## config.mk

```make
export PLATFORM = sky130hd
export DESIGN_NAME = ysyx_24080006_scoreboard_mp
export DESIGN_NICKNAME = d
export VERILOG_FILES = /design/src/rtl/ysyx_24080006_scoreboard_mp.sv
export SDC_FILE = /design/constraint.sdc
export NUM_CORES = 1
export LEC_CHECK = 0
export BUFFER_PORTS_ARGS = -buffer_cell sky130_fd_sc_hd__buf_2
export CORE_ASPECT_RATIO = 1.4
export CORE_MARGIN = 10
export CORE_UTILIZATION = 50
export DETAILED_ROUTE_END_ITERATION = 10
export GPL_ROUTABILITY_DRIVEN = 0
export PLACE_DENSITY_LB_ADDON = 0.12
export RECOVER_POWER = 100
export SYNTH_ARGS = -nofsm -noshare
export SYNTH_HDL_FRONTEND = slang
export SYNTH_HIERARCHICAL = 1
export SYNTH_SLANG_ARGS = --single-unit
```

## constraint.sdc

```tcl
create_clock -name clock -period 10.7 [get_ports clock]
set_clock_uncertainty 0.15 [all_clocks]
set_input_delay 1.07 -clock clock [delete_from_list [all_inputs] [get_ports clock]]
set_output_delay 1.07 -clock clock [all_outputs]
set_load 0.05 [all_outputs]
```

## src/rtl/ysyx_24080006_scoreboard_mp.sv

```systemverilog
// In-order-commit scoreboard: entries allocated at issue, completed out of order by
// the write-back ports, retired from the head in issue order, with rs1/rs2 lookup.

module ysyx_24080006_scoreboard_mp_entry #(
  parameter int RegWidth  = 5,
  parameter int DataWidth = 32
) (
  input  logic                 clock,
  input  logic                 reset,
  input  logic                 flush_i,
  input  logic                 alloc_i,
  input  logic [3:0]           alloc_fu_i,
  input  logic [RegWidth-1:0]  alloc_rd_i,
  input  logic                 alloc_we_i,
  input  logic                 retire_i,
  input  logic                 wb_hit_i,
  input  logic [DataWidth-1:0] wb_data_i,
  output logic                 valid_o,
  output logic                 done_o,
  output logic [3:0]           fu_o,
  output logic [RegWidth-1:0]  rd_o,
  output logic                 we_o,
  output logic [DataWidth-1:0] data_o
);

  logic                 valid_q, done_q, we_q;
  logic [3:0]           fu_q;
  logic [RegWidth-1:0]  rd_q;
  logic [DataWidth-1:0] data_q;

  // Allocation only targets a free slot, so it never collides with retire;
  // a write-back is honoured only if the slot was already live before this edge.
  always_ff @(posedge clock) begin
    if (reset || flush_i) begin
      valid_q <= 1'b0;
      done_q  <= 1'b0;
      we_q    <= 1'b0;
      fu_q    <= '0;
      rd_q    <= '0;
      data_q  <= '0;
    end else if (alloc_i) begin
      valid_q <= 1'b1;
      done_q  <= 1'b0;
      we_q    <= alloc_we_i;
      fu_q    <= alloc_fu_i;
      rd_q    <= alloc_rd_i;
      data_q  <= '0;
    end else if (retire_i) begin
      valid_q <= 1'b0;
      done_q  <= 1'b0;
    end else if (wb_hit_i && valid_q) begin
      done_q  <= 1'b1;
      data_q  <= wb_data_i;
    end
  end

  assign valid_o = valid_q;
  assign done_o  = done_q;
  assign fu_o    = fu_q;
  assign rd_o    = rd_q;
  assign we_o    = we_q;
  assign data_o  = data_q;

endmodule

module ysyx_24080006_scoreboard_mp #(
  parameter int Depth     = 4,
  parameter int NrWbPorts = 2,
  parameter int RegWidth  = 5,
  parameter int DataWidth = 32,
  parameter int IdxW      = $clog2(Depth)
) (
  input  logic                           clock,
  input  logic                           reset,
  input  logic                           flush_i,
  input  logic                           issue_valid_i,
  output logic                           issue_ready_o,
  input  logic [3:0]                     issue_fu_i,
  input  logic [RegWidth-1:0]            issue_rd_i,
  input  logic                           issue_we_i,
  output logic [IdxW-1:0]                issue_idx_o,
  input  logic [NrWbPorts-1:0]           wb_valid_i,
  input  logic [NrWbPorts*IdxW-1:0]      wb_idx_i,
  input  logic [NrWbPorts*DataWidth-1:0] wb_data_i,
  output logic                           commit_valid_o,
  input  logic                           commit_ready_i,
  output logic [3:0]                     commit_fu_o,
  output logic [RegWidth-1:0]            commit_rd_o,
  output logic                           commit_we_o,
  output logic [DataWidth-1:0]           commit_data_o,
  input  logic [RegWidth-1:0]            rs1_addr_i,
  input  logic [RegWidth-1:0]            rs2_addr_i,
  output logic                           rs1_busy_o,
  output logic                           rs2_busy_o,
  output logic                           rs1_fwd_valid_o,
  output logic                           rs2_fwd_valid_o,
  output logic [DataWidth-1:0]           rs1_fwd_data_o,
  output logic [DataWidth-1:0]           rs2_fwd_data_o,
  output logic [IdxW:0]                  count_o
);

  localparam logic [IdxW:0] FULL = (IdxW+1)'(Depth);

  logic [IdxW-1:0] head_q, head_d, tail_q, tail_d;
  logic [IdxW:0]   count_q, count_d;
  logic            issue_fire, commit_fire;

  logic [Depth-1:0]                ent_valid, ent_done, ent_we, wb_hit;
  logic [Depth-1:0][3:0]           ent_fu;
  logic [Depth-1:0][RegWidth-1:0]  ent_rd;
  logic [Depth-1:0][DataWidth-1:0] ent_data, wb_sel;

  assign issue_ready_o = (count_q != FULL);
  assign issue_fire    = issue_valid_i && issue_ready_o;
  assign commit_fire   = commit_valid_o && commit_ready_i;
  assign issue_idx_o   = tail_q;
  assign count_o       = count_q;

  // Scanning ports low to high lets the highest-numbered port win a same-tag tie.
  always_comb begin
    wb_hit = '0;
    wb_sel = '0;
    for (int e = 0; e < Depth; e++) begin
      for (int p = 0; p < NrWbPorts; p++) begin
        if (wb_valid_i[p] && wb_idx_i[p*IdxW +: IdxW] == IdxW'(e)) begin
          wb_hit[e] = 1'b1;
          wb_sel[e] = wb_data_i[p*DataWidth +: DataWidth];
        end
      end
    end
  end

  for (genvar e = 0; e < Depth; e++) begin : g_ent
    ysyx_24080006_scoreboard_mp_entry #(
      .RegWidth  (RegWidth),
      .DataWidth (DataWidth)
    ) u_ent (
      .clock      (clock),
      .reset      (reset),
      .flush_i    (flush_i),
      .alloc_i    (issue_fire && tail_q == IdxW'(e)),
      .alloc_fu_i (issue_fu_i),
      .alloc_rd_i (issue_rd_i),
      .alloc_we_i (issue_we_i),
      .retire_i   (commit_fire && head_q == IdxW'(e)),
      .wb_hit_i   (wb_hit[e]),
      .wb_data_i  (wb_sel[e]),
      .valid_o    (ent_valid[e]),
      .done_o     (ent_done[e]),
      .fu_o       (ent_fu[e]),
      .rd_o       (ent_rd[e]),
      .we_o       (ent_we[e]),
      .data_o     (ent_data[e])
    );
  end

  assign commit_valid_o = ent_valid[head_q] && ent_done[head_q];
  assign commit_fu_o    = ent_fu[head_q];
  assign commit_rd_o    = ent_rd[head_q];
  assign commit_we_o    = ent_we[head_q];
  assign commit_data_o  = ent_data[head_q];

  always_comb begin
    head_d  = head_q;
    tail_d  = tail_q;
    count_d = count_q;
    if (!flush_i) begin
      if (issue_fire)  tail_d = tail_q + 1'b1;
      if (commit_fire) head_d = head_q + 1'b1;
      count_d = count_q + (IdxW+1)'(issue_fire) - (IdxW+1)'(commit_fire);
    end else begin
      head_d  = '0;
      tail_d  = '0;
      count_d = '0;
    end
  end

  always_ff @(posedge clock) begin
    if (reset) begin
      head_q  <= '0;
      tail_q  <= '0;
      count_q <= '0;
    end else begin
      head_q  <= head_d;
      tail_q  <= tail_d;
      count_q <= count_d;
    end
  end

  // Operand lookup: youngest live writer wins, age measured from the head.
  logic [1:0][RegWidth-1:0]  rs_addr;
  logic [1:0]                rs_busy, rs_fv;
  logic [1:0][DataWidth-1:0] rs_fd;
  logic [1:0][IdxW-1:0]      best_age;
  logic [IdxW-1:0]           age;

  assign rs_addr = {rs2_addr_i, rs1_addr_i};

  always_comb begin
    rs_busy  = '0;
    rs_fv    = '0;
    rs_fd    = '0;
    best_age = '0;
    age      = '0;
    for (int r = 0; r < 2; r++) begin
      for (int e = 0; e < Depth; e++) begin
        age = IdxW'(e) - head_q;
        if (ent_valid[e] && ent_we[e] && rs_addr[r] != '0 && ent_rd[e] == rs_addr[r] &&
            (!rs_busy[r] || age > best_age[r])) begin
          rs_busy[r]  = 1'b1;
          rs_fv[r]    = ent_done[e];
          rs_fd[r]    = ent_data[e];
          best_age[r] = age;
        end
      end
    end
  end

  assign rs1_busy_o      = rs_busy[0];
  assign rs2_busy_o      = rs_busy[1];
  assign rs1_fwd_valid_o = rs_fv[0];
  assign rs2_fwd_valid_o = rs_fv[1];
  assign rs1_fwd_data_o  = rs_fd[0];
  assign rs2_fwd_data_o  = rs_fd[1];

endmodule

```

==> flow_metrics.env <==
export IMPL_run_status="complete, but fails checks"
export IMPL_violations="capacitance limit, slew limit"
export IMPL_startpoint="head_q[1]$_SDFFE_PP0P_"
export IMPL_path_buf_inv=2
export IMPL_synthFlopType="dfxtp_1"
export IMPL_wl_per_cell_um=26.4
export IMPL_maxSlewHeadroom_pct=-183
export IMPL_cts_resized_gates=0
export IMPL_clk_latency_ns=0.45
export IMPL_port_buffers=211
export IMPL_worstPathMaxFanout=49
export IMPL_r2r_cells=6
export IMPL_critPathTopFamily="buffers and inverters"
export IMPL_dieHeight_um=223
export IMPL_power_switching_mw=0.468
export IMPL_postRouteAntennaNets=0
export IMPL_power_leakage_nw=5.73
export IMPL_vdd_drop_max_mv=0.112
export IMPL_critPathRequiredTime_ns=9.48
export IMPL_fin_crit_sh_pct=89.5
export IMPL_syn_inst=1575
export IMPL_tritoncts="done"
export IMPL_syn_avg_cell_area_um2=9.38
export IMPL_start_util_pct=50.6
export IMPL_layout_drive_gt1_share_pct=18.2
export IMPL_final_util_pct=54.1
export IMPL_hpwl_um=31300
export IMPL_yosys_warnings=6
export IMPL_globalRoute_busiestLayer="met2"
export IMPL_drv_cap=9
export IMPL_period_needed_ns=9.58
export IMPL_met3_usage_pct=5.86
export IMPL_dp_slack_ns=2.37
export IMPL_use_met1_pct=33.2
export IMPL_place_inst=1976
export IMPL_grt_max_degree=175
export IMPL_firstDrtPassIters=5
export IMPL_cp_depth=14
export IMPL_hold_depth=2
export IMPL_syn_nets=1690
export IMPL_htree_num_levels=4
export IMPL_hold_buffers=0
export IMPL_clk_path_buf_depth=2
export IMPL_rows=74
export IMPL_use_met2_pct=45.6
export IMPL_rsz0062_at_grt="false"
export IMPL_p_per_area_nw_per_um2=96.7
export IMPL_synth_area_um2=14800
export IMPL_final_cells=2011
export IMPL_fin_ws_ns=1.12
export IMPL_pwr_share_seq_pct=45.0
export IMPL_worstHoldStart="g_ent[0].u_ent/fu_o[3]$_SDFFE_PP0P_"
export IMPL_worstPathArrival_ns=8.36
export IMPL_grt_usage_pct=27.6
export IMPL_cp_slowest_cell="clkbuf_1"
export IMPL_drt_initial_drc_count=1507
export IMPL_internal_power_mw=1.06
export IMPL_cts_sinks=183
export IMPL_post_cts_setup_buffers=0
export IMPL_critPathKind="flop to output pin"
export IMPL_fp_coreArea_um2=29200
export IMPL_cts_made_buffers=17
export IMPL_ys_ff_latch=183
export IMPL_cts_root_buf="clkbuf_16"
export IMPL_slowest_delay_ns=2.61
export IMPL_setup_viol=0
export IMPL_clock_fmax_ghz=0.104
export IMPL_antenna_found_initial=5
export IMPL_min_delay_path_class="flop to flop"
export IMPL_grt_pass1_wl_um=80800
export IMPL_syn_to_final_growth_pct=6.77
export IMPL_fin_tns_setup_ns=0
export IMPL_final_cell_mix="nor4b_1, dfxtp_1, buf_2"
export IMPL_grt_pass1_vias=13757
export IMPL_slew_violations=521
export IMPL_clock_power_share_pct=43.1
export IMPL_hold_viol=0
export IMPL_path_clk_slew_ns=0.08
export IMPL_cp_cell_sequence="clkbuf_1, a22oi_1, ha_1, nor2b_1, o21ai_0, o21ai_1, nand2b_1, mux2_2, ha_1, a21oi_1, a21oi_1, o21ba_2, o31ai_1, clkbuf_1"
export IMPL_layout_nets=1730
export IMPL_die_w_um=165
export IMPL_vias=13861
export IMPL_p_comb_share_pct=11.9
export IMPL_io_pins=212
export IMPL_start_kind="flop"
export IMPL_route_detailed_drc=0
export IMPL_wl_um=53000
export IMPL_async_flop_share_pct=0
export IMPL_synth_edf_count=0
export IMPL_dieArea_um2=36900
export IMPL_yosysSeqAreaShare_pct=24.8
export IMPL_vias_per_cell=6.89
export IMPL_sw_frac_of_total_pct=30.7
export IMPL_grt_overflow=0
export IMPL_timing_rr_start="head_q[1]$_SDFFE_PP0P_"
export IMPL_worstSetupEndpointType="output pin"
export IMPL_synth_distinct_cells=56
export IMPL_tightest_slew_ns=4.24
export IMPL_final_common_cell="nor4b_1"
-- cell usage after synthesis (2+ instances only) --
| cell type | instances | area (µm²) |
|---|---|---|
| nor3b_1 | 2 | 15.0 |
| nor3_1 | 4 | 20.0 |
| buf_4 | 10 | 75.1 |
| and3_1 | 11 | 68.8 |
| xnor2_1 | 26 | 228 |
| buf_2 | 71 | 355 |
| buf_1 | 7 | 26.3 |
| o31a_1 | 2 | 17.5 |
| nor2b_1 | 4 | 25.0 |
| a221oi_1 | 33 | 289 |
| nor2_1 | 119 | 447 |
| mux2_4 | 20 | 300 |
| nor4b_2 | 12 | 180 |
| o31ai_1 | 34 | 255 |
| dfxtp_1 | 183 | 3660 |
| buf_6 | 36 | 405 |
| a32o_1 | 33 | 330 |
| mux2_2 | 21 | 236 |
| and3b_1 | 5 | 43.8 |
| nand2b_1 | 14 | 87.6 |
| mux2_1 | 100 | 1130 |
| mux2i_1 | 41 | 410 |
| mux4_2 | 42 | 946 |
| and2_1 | 4 | 25.0 |
| a22o_1 | 128 | 1120 |
| nand4b_1 | 2 | 17.5 |
| or4_1 | 7 | 52.6 |
| nand4_1 | 5 | 31.3 |
| a21oi_1 | 40 | 200 |
| o21ai_1 | 25 | 125 |
| clkbuf_1 | 83 | 312 |
| nand3_1 | 5 | 25.0 |
| ha_1 | 19 | 238 |
| xor2_1 | 15 | 131 |
| nor4b_1 | 245 | 2150 |
| o21ai_0 | 13 | 65.1 |
| or2_2 | 6 | 37.5 |
| inv_1 | 14 | 52.6 |
| nor4_1 | 8 | 50.1 |
| nand2_1 | 110 | 413 |
-- flip-flops by register name, summed over array words and instances, names as in the netlist --
signal	cells
g_ent.u_ent/rd_o	20
g_ent.u_ent/done_o	4
count_o	3
issue_idx_o	2
head_q	2
g_ent.u_ent/data_o	128
g_ent.u_ent/fu_o	16
g_ent.u_ent/valid_o	4
g_ent.u_ent/we_o	4
-- layout make-up --
cell class	instances	area, µm²
flip-flops and latches	183	3670
diodes	3	7.51
well taps	380	475
fillers	2806	13400
repair buffers	228	1090
clock inverters	15	156
inverters	14	52.6
clock buffers	17	425
multi-input cells	1171	9890
-- cells by family (layout without fill, tap and decap cells) --
group | Yosys count | in the layout | synth area share, %
AO/OA/AOI/OAI | 317 | 317 | 16.9
adder cells (fa/ha/maj) | 20 | 20 | 1.75
other | 0 | 3 | 0
flip-flops | 183 | 183 | 24.8
multiplexers | 224 | 224 | 20.4
XOR/XNOR | 41 | 41 | 2.43
AND/OR/NAND/NOR | 569 | 569 | 25.4
buffers and inverters | 221 | 274 | 8.30
-- power groups by stage --
stage               clock network [mW]  logic [mW]  registers, mW
floorplan                            0       0.120          0.703
global placement                     0       0.177          0.702
detailed placement                   0       0.178          0.702
CTS                              0.663       0.179          0.686
global route                     0.687       0.192          0.686
finish                           0.657       0.181          0.686
-- path summary, 6_finish.rpt --
kind / slack (ns) / to
min: 0.35 / g_ent[0].u_ent/fu_o[3]$_SDFFE_PP0P_
max reg2reg: 3.64 / g_ent[3].u_ent/data_o[21]$_SDFFE_PP0P_
max: 1.12 / rs1_fwd_data_o[20]
min reg2reg: 0.35 / g_ent[0].u_ent/fu_o[3]$_SDFFE_PP0P_
-- through the flow --
stage / hold slack, ns / area, µm² / total power [mW]
after global placement: 0.317 / 15400 / 0.879
after global routing: 0.385 / 15800 / 1.57
final: 0.348 / 15800 / 1.52
after floorplan: 0.305 / 14800 / 0.824
after detailed placement: 0.334 / 15400 / 0.880
after CTS: 0.353 / 16000 / 1.53
-- routing by layer --
layer,vias to the layer above,wire length (µm)
met5,-,27
met3,135,4140
li1,6177,-
met4,4,2200
met1,6856,20700
met2,689,25900
-- worst register-to-register path, cell delays in order (launching register included) --
cell and delay (ns):
dfxtp_1 0.33, clkbuf_1 2.61, a21oi_1 0.61, and3_1 0.48, and3b_2 0.22, clkbuf_1 2.05
mux2_2 0.49
Power figures use the tool's default switching activity.
